--- src/rtl/ccu_shift_sequencer.sv ---
// Control sequencer for the L (left shift) and R (right shift) orders.
// Decodes the shift count from {address, long_bit}, holds the Accumulator
// shifting gate g5 for one minor cycle per position, issues ds on right
// shifts, and closes the order with reset_shift_ff / done.
//
// Ports:
//   clk            digit clock, one cycle per digit period
//   rst            synchronous active-high reset
//   start          one-cycle order start pulse (accepted only in IDLE)
//   dir_right      sampled with start: 1 = R order, 0 = L order
//   shift_field    sampled with start: {address[9:0], long_bit}
//   d0, d35        first / last digit pulses of each minor cycle
//   g5             Accumulator shifting gate (to Accumulator and ccu_8)
//   ds             sign-propagation request, right shifts only
//   reset_shift_ff one-cycle pulse clearing the ccu_8 sign flip-flop
//   done           one-cycle end-of-order pulse
//   busy           high whenever an order is in progress
//   shifts_left    remaining shift count
module ccu_shift_sequencer #(
    parameter int FIELD_BITS = 11,
    parameter int CNT_BITS   = 4
) (
    input  logic                  clk,
    input  logic                  rst,
    input  logic                  start,
    input  logic                  dir_right,
    input  logic [FIELD_BITS-1:0] shift_field,
    input  logic                  d0,
    input  logic                  d35,
    output logic                  g5,
    output logic                  ds,
    output logic                  reset_shift_ff,
    output logic                  done,
    output logic                  busy,
    output logic [CNT_BITS-1:0]   shifts_left
);

    typedef enum logic [1:0] {
        S_IDLE,
        S_ARM,
        S_SHIFT,
        S_FINISH
    } state_t;

    state_t              r_state;
    state_t              w_state_next;
    logic                r_dir;
    logic                w_dir_next;
    logic [CNT_BITS-1:0] r_cnt;
    logic [CNT_BITS-1:0] w_cnt_next;
    logic [CNT_BITS-1:0] w_count;

    // Count = 1 + position of the least-significant set bit. Scanning from
    // the top down lets the lowest set bit make the final assignment.
    always_comb begin
        w_count = '0;
        for (int i = FIELD_BITS - 1; i >= 0; i--) begin
            if (shift_field[i]) begin
                w_count = CNT_BITS'(i + 1);
            end
        end
    end

    always_ff @(posedge clk) begin
        if (rst) begin
            r_state <= S_IDLE;
            r_dir   <= 1'b0;
            r_cnt   <= '0;
        end else begin
            r_state <= w_state_next;
            r_dir   <= w_dir_next;
            r_cnt   <= w_cnt_next;
        end
    end

    always_comb begin
        w_state_next = r_state;
        w_dir_next   = r_dir;
        w_cnt_next   = r_cnt;
        unique case (r_state)
            S_IDLE: begin
                if (start) begin
                    w_dir_next = dir_right;
                    w_cnt_next = w_count;
                    if (w_count != '0) begin
                        w_state_next = S_ARM;
                    end else begin
                        w_state_next = S_FINISH;
                    end
                end
            end
            S_ARM: begin
                // A cycle with d0 and d35 together is not a real
                // minor-cycle boundary; keep waiting.
                if (d0 && !d35) begin
                    w_state_next = S_SHIFT;
                end
            end
            S_SHIFT: begin
                if (r_cnt == '0) begin
                    w_state_next = S_FINISH;
                end else if (d35) begin
                    w_cnt_next = r_cnt - 1'b1;
                    if (r_cnt == CNT_BITS'(1)) begin
                        w_state_next = S_FINISH;
                    end
                end
            end
            S_FINISH: begin
                w_state_next = S_IDLE;
            end
            default: begin
                w_state_next = S_IDLE;
            end
        endcase
    end

    // g5 opens combinationally on the arming d0 so the first shifting
    // minor cycle is covered from its very first digit.
    assign g5 = (r_state == S_SHIFT)
              | ((r_state == S_ARM) & d0 & ~d35);
    assign ds             = r_dir & g5 & d0;
    assign reset_shift_ff = (r_state == S_FINISH);
    assign done           = (r_state == S_FINISH);
    assign busy           = (r_state != S_IDLE);
    assign shifts_left    = r_cnt;

endmodule

--- config.mk ---
export PLATFORM = sky130hd
export DESIGN_NAME = ccu_shift_sequencer
export DESIGN_NICKNAME = d
export VERILOG_FILES = /design/src/rtl/ccu_shift_sequencer.sv
export SDC_FILE = /design/constraint.sdc
export NUM_CORES = 1
export LEC_CHECK = 0
export ABC_AREA = 1
export ABC_CLOCK_PERIOD_IN_PS = 2300
export CAP_MARGIN = 20
export CORE_UTILIZATION = 45
export DETAILED_ROUTE_END_ITERATION = 8
export PLACE_DENSITY = 0.82
export SYNTH_ARGS = -nofsm -noshare
export SYNTH_HDL_FRONTEND = slang
export SYNTH_SLANG_ARGS = --single-unit
--- constraint.sdc ---
create_clock -name clk -period 2.3 [get_ports clk]
set_clock_uncertainty 0.1 [all_clocks]
set_input_delay 0.575 -clock clk [delete_from_list [all_inputs] [get_ports clk]]
set_output_delay 0.575 -clock clk [all_outputs]
set_load 0.02 [all_outputs]
==> run_results.csv <==
group,metric,value,unit
setup_path,required,1620,ps
place,port-buffer-count,25,
hold_path,timing.hold.worst_endpoint,"r_dir",
setup_path,r2r-end,"shifts_left[0]",
cts,cts.hold.buffers_added,0,
die,initial_utilization,50.0,%
sta,tightestPinTransition,326,ps
setup_path,critPathSlowestCell,"clkdlybuf4s50_1",
setup_path,type_of_the_worst_setup_path,"in -> out",
layout,drive_gt1_share,12.8,%
synthesis,syn_area_per_cell,6.03,µm²
detailed_routing,drt-vias-per-instance,4.95,
synthesis,post_synth_instance_area,676,µm²
global_route,grt_pass1_wl,2240,µm
cts,cts-root-buf,"clkbuf_4",
setup_path,worst_ep_arrival_time,1480,ps
cts,clock_tree.buffer_depth,2,
cts,cts.htree.levels,1,
synthesis,synth_fp_nets,135,
sta,finalMaxSlewViolations,0,
global_route,antenna_found_initial,0,
detailed_routing,drt-total-wl,1510,µm
place,place_congestion,0.741,
layout,final_core_util,70.8,%
sta,timing.final.hold_violations,0,
die,floorplan.die_area,1660,µm²
global_route,global_route.overflow_total,0,
setup_path,critical_path.max_stage_delay,470,ps
cts,postCtsSetupBuffers,0,
cts,cts_tree,"yes",
layout,layout_stage_area_growth_over_the_synthesis_result,41.5,%
cts,clock-sinks,7,
setup_path,worst_path_cell_trace,"clkdlybuf4s50_1 > inv_1 > a31oi_1 > nor2_1 > clkbuf_2",
layout,design.final.nets,165,
sta,period_share,93.8,%
layout,instances_no_fill,156,
hold_path,holdCritPathClass,"reg -> reg",
setup_path,reg2reg_setup_slack,550,ps
synthesis,ys_ff_latch,7,
die,num_rows,13,
setup_path,crit_path_start_kind,"input port",
layout,layout.cells.most_common,"nand2_1",
cts,path_clk_slew,60,ps
die,die_h,40.8,µm
setup_path,cpLargestDelayFamily,"buffers and inverters",
global_route,grt_usage,20.9,%
sta,setup_viol_count_final,0,
detailed_routing,vias,772,
global_route,grt_start_max_net_pins,9,
setup_path,setup.worst_path.end_class,"output pin",
setup_path,critical_path.max_fanout,2,
power,peakVddDrop,0.000384,V
setup_path,worst-r2r-cell-count,11,
detailed_routing,drt_first_pass_iters,4,
global_route,number_of_global_route_vias_before_repair,601,
hold_path,hold_path_depth,2,
synthesis,synth-warning-count,0,
sta,timing.setup.tns,0,ps
power,power.density_cell_area,962,nW/µm²
synthesis,ys_seq_area_share,20.7,%
place,dp_hpwl,1260,µm
place,placed_cells_incl_taps,152,
detailed_routing,drt_first_iter_violations,13,
layout,n_antenna_cell,0,
outcome,outcome,"completed",
run,max_cap_violations,0,
die,floorplan.die.width,40.8,µm
setup_path,reg2reg_from,"r_state[0]",
detailed_routing,wl_per_cell,9.67,µm
sta,rsz0062_at_grt,"false",
detailed_routing,drt.antenna.violating_nets,0,
sta,worst_relative_slew_slack,78.1,%
synthesis,cell_count_after_synthesis,112,
sta,timing.fmax,464,MHz
sta,period_minus_slack,2160,ps
cts,clk_latency,270,ps
die,coreArea,1350,µm²
cts,number_of_buffers_created_by_cts,3,
setup_path,cp.buffers_inverters,3,
synthesis,number_of_unique_standard_cell_types_used_by_synthesis,22,
die,ios,26,
hold_path,hold_path.startpoint,"r_dir",
sta,hold_ws,365,ps
power,power.leakage,0.470,nW
detailed_routing,drc,0,
layout,layout_common_cells,"27 x nand2_1, 22 x clkdlybuf4s50_1, 18 x inv_1",
==> layer usage <==
layer	wire length (µm)	part of all wire [%]	vias to the layer above	global-route usage [%]
met5	0	0	-	0
met1	670	44	330	20.1
li1	-	-	411	-
met2	714	47	26	39.7
met4	36	2.4	0	10.0
met3	88	5.8	5	6.52
==> state kept, by name (all words and copies together), names as in the netlist <==
register,count
r_state,2
r_dir,1
shifts_left,4
==> power breakdown <==
part | total (mW) | internal, mW | switching (mW)
Sequential | 0.206 | 0.162 | 0.0439
Clock | 0.125 | 0.0670 | 0.0579
Combinational | 0.589 | 0.248 | 0.341
Total | 0.920 | 0.477 | 0.443
==> synthesized netlist by cell type <==
cell type   n  area share [%]
nand2_1    27              15
o21ai_0     6             4.4
or2_1       1            0.93
dfxtp_1     7              21
o31ai_1     1             1.1
a21oi_2     1             1.3
buf_6       1             1.7
nand3_1     6             4.4
o21ai_2     1             1.3
o21ai_1     1            0.74
nor2_1     12             6.7
inv_4       1            0.93
inv_1      18              10
o211ai_1    1             1.1
xnor2_1     1             1.3
ha_1        6              11
a31oi_1     1            0.93
nor2_2      4             3.7
inv_2       3             1.7
a21oi_1    11             8.1
buf_4       1             1.1
nor2_4      1             1.7
==> cell type report <==
type                            count  area, µm²
Multi-Input combinational cell     81        432
Fill cell                         117        394
Timing Repair Buffer               27        254
Sequential cell                     7        140
Inverter                           22       85.1
Clock buffer                        4       26.3
Tap cell                           15       18.8
==> repair_timing <==
action / in CTS / in global routing
setup endpoints to repair: 3 / 2
gates resized for setup: 5 / 2
cloned: 0 / 0
==> logic make-up (layout without fill, tap and decap cells) <==
family	Yosys count	after routing	synth area share, %
buffers and inverters	24	53	15.4
adders and majority gates	6	6	11.1
AOI/OAI and AO/OA	23	23	19.1
and+or+nand+nor	51	51	32.4
xor gates and xnor gates	1	1	1.30
DFF	7	7	20.7
==> worst register-to-register path, stage by stage (launching register included) <==
cell and delay, ps:
dfxtp_1 390, inv_1 80, ha_1 220, buf_4 180, inv_4 80, nor2_2 40, nor2_2 80, o21ai_2 70
nor2_4 120, inv_2 80, a21oi_1 120, a21oi_1 70
==> through the flow <==
step	setup WS, ps	area, µm²	total power, mW
after global placement	-230	941	0.796
after CTS	5.86	966	0.928
after global routing	29.4	956	1.01
after floorplan	592	676	0.632
final	144	956	0.920
after detailed placement	-269	941	0.816
==> worst max path at each step <==
stage                    start  to  cells past startpoint
CTS                        d35  ds                      5
global placement            d0  ds                      4
detailed placement          d0  ds                      4
floorplan           r_state[0]  g5                      5
global route               d35  g5                      5
finish                     d35  ds                      5
Power figures use the tool's default switching activity.
==> edit 1, RTL diff (config.mk and constraints unchanged) <==
Re-encode `state_t` (4 states) as one-hot, 4 bits wide.
--- a/src/rtl/ccu_shift_sequencer.sv
+++ b/src/rtl/ccu_shift_sequencer.sv
@@ -37,7 +37,7 @@
 
-    typedef enum logic [1:0] {
-        S_IDLE,
-        S_ARM,
-        S_SHIFT,
-        S_FINISH
+    typedef enum logic [3:0] {
+        S_IDLE   = 4'b0001,
+        S_ARM    = 4'b0010,
+        S_SHIFT  = 4'b0100,
+        S_FINISH = 4'b1000
     } state_t;
Formal check against the unedited RTL: no difference found for any inputs over 10 cycles, from zero or initial values and one cycle with rst high; not proved beyond that.
==> edit 1 against the unedited design <==
  * Final cell count increased by 13%
  * Design area increased by 26%
  * Die area increased by 7.9%
  * Area after synthesis increased by 8.3%
  * Sequential cell count increased by 2
  * Clock power increased by 5%
  * First-iteration DRC count increased to 3.2 times the old value
  * Setup slack got worse by 0.12 ns
  * Wire length increased by 47%
  * Power increased by 4.6%
  * Critical path depth increased by 4
==> edit 1: results <==
drt:
  drt_wl_total_um: 2220
  drt-initial-drc-count: 41
  vias: 931
logic_synthesis:
  async_reset_ff_share_pct: 0
  yosys-top-cells-area: "dfxtp_1 25%, nand2_1 12%, inv_1 10%"
  synth.top_cells.by_count: "23 x nand2_1, 20 x inv_1, 12 x nor2_1"
  syn_nets: 135
  ys_seq_area_share_pct: 24.6
  ys_types: 24
finish:
  nFillCells: 114
  nNetsFinal: 181
  drive_above_1_share_pct: 34.2
  syn2layout_area_growth_pct: 64.3
critical_path:
  cp.arrival_ns: 1.61
  critPathTopFamily: "simple AND/OR/NAND/NOR gates"
  crit_slowest_cell: "clkdlybuf4s15_1"
  cp_max_fo: 3
  slowest_delay_ns: 0.21
sta:
  fmax_ghz: 0.438
  slew_headroom_pct: 75.6
power:
  ir_drop_mv: 0.526
  p_leak_nw: 0.586
clock_tree:
  clockRootBuffer: "clkbuf_4"
  ctsHtreeMaxLevel: 1
placed_design:
  dp.final_hpwl_um: 1560
  gp_congestion: 0.816
run_status:
  status: "complete, no violations"
global_route:
  grtUsageTotal_pct: 26.4
  grt_pass1_wl_um: 3660
  grt_max_degree: 10
  grt_pass1_vias: 876
-- edit 1: worst paths after layout --
check	slack [ns]	depth (start not counted)	end	from
max reg2reg	0.67	10	shifts_left[0]$_SDFFE_PP0P_	r_state[3]$_SDFFE_PP0P_
min	0.40	2	r_dir$_SDFFE_PP0P_	r_dir$_SDFFE_PP0P_
min reg2reg	0.40	2	r_dir$_SDFFE_PP0P_	r_dir$_SDFFE_PP0P_
max	0.02	9	ds	d35
-- edit 1: final cells by class --
type | instances | share of cell area, %
sequential | 9 | 15.6
clock buffer | 4 | 2.19
tap | 16 | 1.66
inverter | 26 | 8.12
multi-input combinational | 80 | 40.9
timing repair buffer | 42 | 31.5
-- edit 1: what timing repair did --
action,in CTS,in global routing
setup endpoints to repair,4,2
gates cloned,0,0
gates resized for setup,23,14
setup buffers,2,1
pin swaps,6,7
-- edit 1: logic make-up after synthesis --
family                   count (synthesis)  synth area share, %
AND/OR/NAND/NOR                         53                 36.4
buffers and inverters                   27                 14.4
flip-flops                               9                 24.6
AO/OA/AOI/OAI                           24                 20.0
XOR/XNOR                                 1                 1.20
adder cells (fa/ha/maj)                  2                 3.42
-- edit 1: layer usage --
| layer | vias to the layer above | part of all wire [%] | track usage, % | routed length [um] |
|---|---|---|---|---|
| met2 | 39 | 53 | 46.5 | 1170 |
| met4 | 0 | 2.4 | 10.0 | 53 |
| met3 | 8 | 5.4 | 6.90 | 119 |
| met1 | 417 | 39 | 30.3 | 873 |
| li1 | 467 | - | - | - |
| met5 | - | 0 | 0 | 0 |
-- edit 1: stage by stage --
step	power, mW	hold slack, ns	setup slack, ns	area [um^2]	std cells
finish	0.962	0.402	0.0188	1200	177
floorplan	0.508	0.355	0.0380	732	116
global route	1.03	0.419	-0.0900	1200	177
CTS	0.897	0.401	-0.0127	1140	176
detailed placement	0.736	0.390	-0.700	1100	170
global placement	0.723	0.381	-0.652	1100	170
-- edit 1: tightest hold or removal path: cells and delay by family (launching register included) --
kind               cells  cell delay, ns
DFF                    1            0.32
AOI/OAI and AO/OA      2            0.13
-- edit 1: power breakdown --
group	switching, mW	total (mW)	internal, mW
combinational	0.309	0.595	0.286
clock	0.0635	0.131	0.0673
sequential	0.0368	0.236	0.199
total	0.409	0.962	0.553
==> edit 2, RTL diff (same settings) <==
Made on the original files. Change the parameter `CNT_BITS` from 4 to 6.
--- a/src/rtl/ccu_shift_sequencer.sv
+++ b/src/rtl/ccu_shift_sequencer.sv
@@ -20,3 +20,3 @@
     parameter int FIELD_BITS = 11,
-    parameter int CNT_BITS   = 4
+    parameter int CNT_BITS   = 6
 ) (
Ports: changed (resized shifts_left); port bits go from 26 to 28. The function was not compared with the original's and may differ.
==> edit 2 against the unedited design <==
  * The run now ends with DRC left
  * Power up 19%
  * Sequential cell count grew 2
  * Design area increased by 16%
  * Largest cell class unchanged
  * Largest power group unchanged
  * Setup slack worse by 0.018 ns
  * Wire length grew 27%
  * Sequential power grew 20%
  * Area after synthesis up 17%
  * Sequential share of layout area grew 1.6 points
==> edit 2: results <==
clock_tree:
  cts_setup_buffers: 0
global_route:
  grt_max_degree: 10
  use_met1_pct: 27.0
  grt_util_met3_pct: 7.50
  gr-usage-met2_pct: 40.0
  grtUsageTotal_pct: 22.9
power:
  power.switching_mw: 0.532
drt:
  drt-initial-drc-count: 27
  vias: 889
  drt_wl_total_um: 1920
  wl_per_cell_um: 10.7
  dr.pass1.iters: 6
  drc: 2
placed_design:
  dp.final_hpwl_um: 1500
  gp_congestion: 0.844
  dp_cells: 175
run_status:
  violations: "DRC"
  status: "finished, violations left"
worst_hold_path:
  min_path_cells: 2
finish:
  drive_above_1_share_pct: 9.82
  nNetsFinal: 188
  largest_reg_flops: 6
critical_path:
  r2r-end: "shifts_left[2]$_SDFFE_PP0P_"
  slowest_delay_ns: 0.49
  rrSetupSlack_ns: 0.44
  cp.arrival_ns: 1.50
logic_synthesis:
  yosys-top-cells-area: "dfxtp_1 23%, nand2_1 16%, inv_1 11%"
  synth.top_cells.by_count: "33 x nand2_1, 24 x inv_1, 13 x nor2_1"
  ys_seq_area_share_pct: 22.7
  syn_inst: 131
sta:
  tightest_slew_ns: 0.250
-- edit 2: cell types whose count changed in the layout (fill, tap and decap cells not counted), sizes merged, moves of 2 or more --
cell           unedited run  this run
o21ai                     8        10
nor3                      0         4
nand2                    27        34
nor3b                     0         2
buf                       2         4
dfxtp                     7         9
clkdlybuf4s50            22        24
inv                      22        25
-- edit 2: cells by family after synthesis --
kind of cell,Yosys count,synth area share [%]
and+or+nand+nor,64,35.2
buffers and inverters,28,16.3
AOI/OAI and AO/OA,23,14.7
DFF,9,22.7
adders and majority gates,7,11.1
-- edit 2: critical path, delay by kind of cell --
kind | cells | cell delay [ns]
AOI/OAI and AO/OA | 1 | 0.14
buffers and inverters | 3 | 0.72
and+or+nand+nor | 1 | 0.06
-- edit 2: worst min-delay path by stage --
stage | end | slack, ns
4_1_cts | r_dir$_SDFFE_PP0P_ | 0.38
5_1_grt | r_dir$_SDFFE_PP0P_ | 0.40
2_1_floorplan | r_dir$_SDFFE_PP0P_ | 0.33
6_report | r_dir$_SDFFE_PP0P_ | 0.38
3_5_place_dp | r_dir$_SDFFE_PP0P_ | 0.37
3_3_place_gp | r_dir$_SDFFE_PP0P_ | 0.36
-- edit 2: per-stage QoR --
stage / setup WS (ns) / hold slack, ns / cell area (um^2)
global placement: -0.234 / 0.358 / 1090
finish: 0.125 / 0.381 / 1110
CTS: 0.0101 / 0.381 / 1110
floorplan: 0.580 / 0.333 / 792
detailed placement: -0.303 / 0.371 / 1090
global route: 0.0667 / 0.405 / 1110
-- edit 2: what timing repair did --
action	CTS	global route
resized for setup	6	3
hold buffers	0	0
gates cloned	0	0
endpoints found under the setup margin	3	2
-- edit 2: power groups by stage --
stage	Combinational [mW]	Sequential [mW]	Clock (mW)
6_report	0.720	0.248	0.128
5_1_grt	0.805	0.254	0.144
4_1_cts	0.716	0.248	0.135
3_5_place_dp	0.724	0.250	0
3_3_place_gp	0.704	0.246	0
2_1_floorplan	0.463	0.278	0
-- edit 2: per-layer routing --
metal | share of wire [%] | vias up
met2 | 50 | 15
li1 | - | 478
met1 | 46 | 394
met4 | 0.99 | 0
met3 | 3.9 | 2
met5 | 0 | -
-- edit 2: final cells by class --
cell class | count | area [um^2]
fillers | 146 | 469
well taps | 16 | 20.0
flip-flops and latches | 9 | 180
multi-input cells | 94 | 489
clock buffers | 4 | 26.3
inverters | 26 | 110
repair buffers | 30 | 282
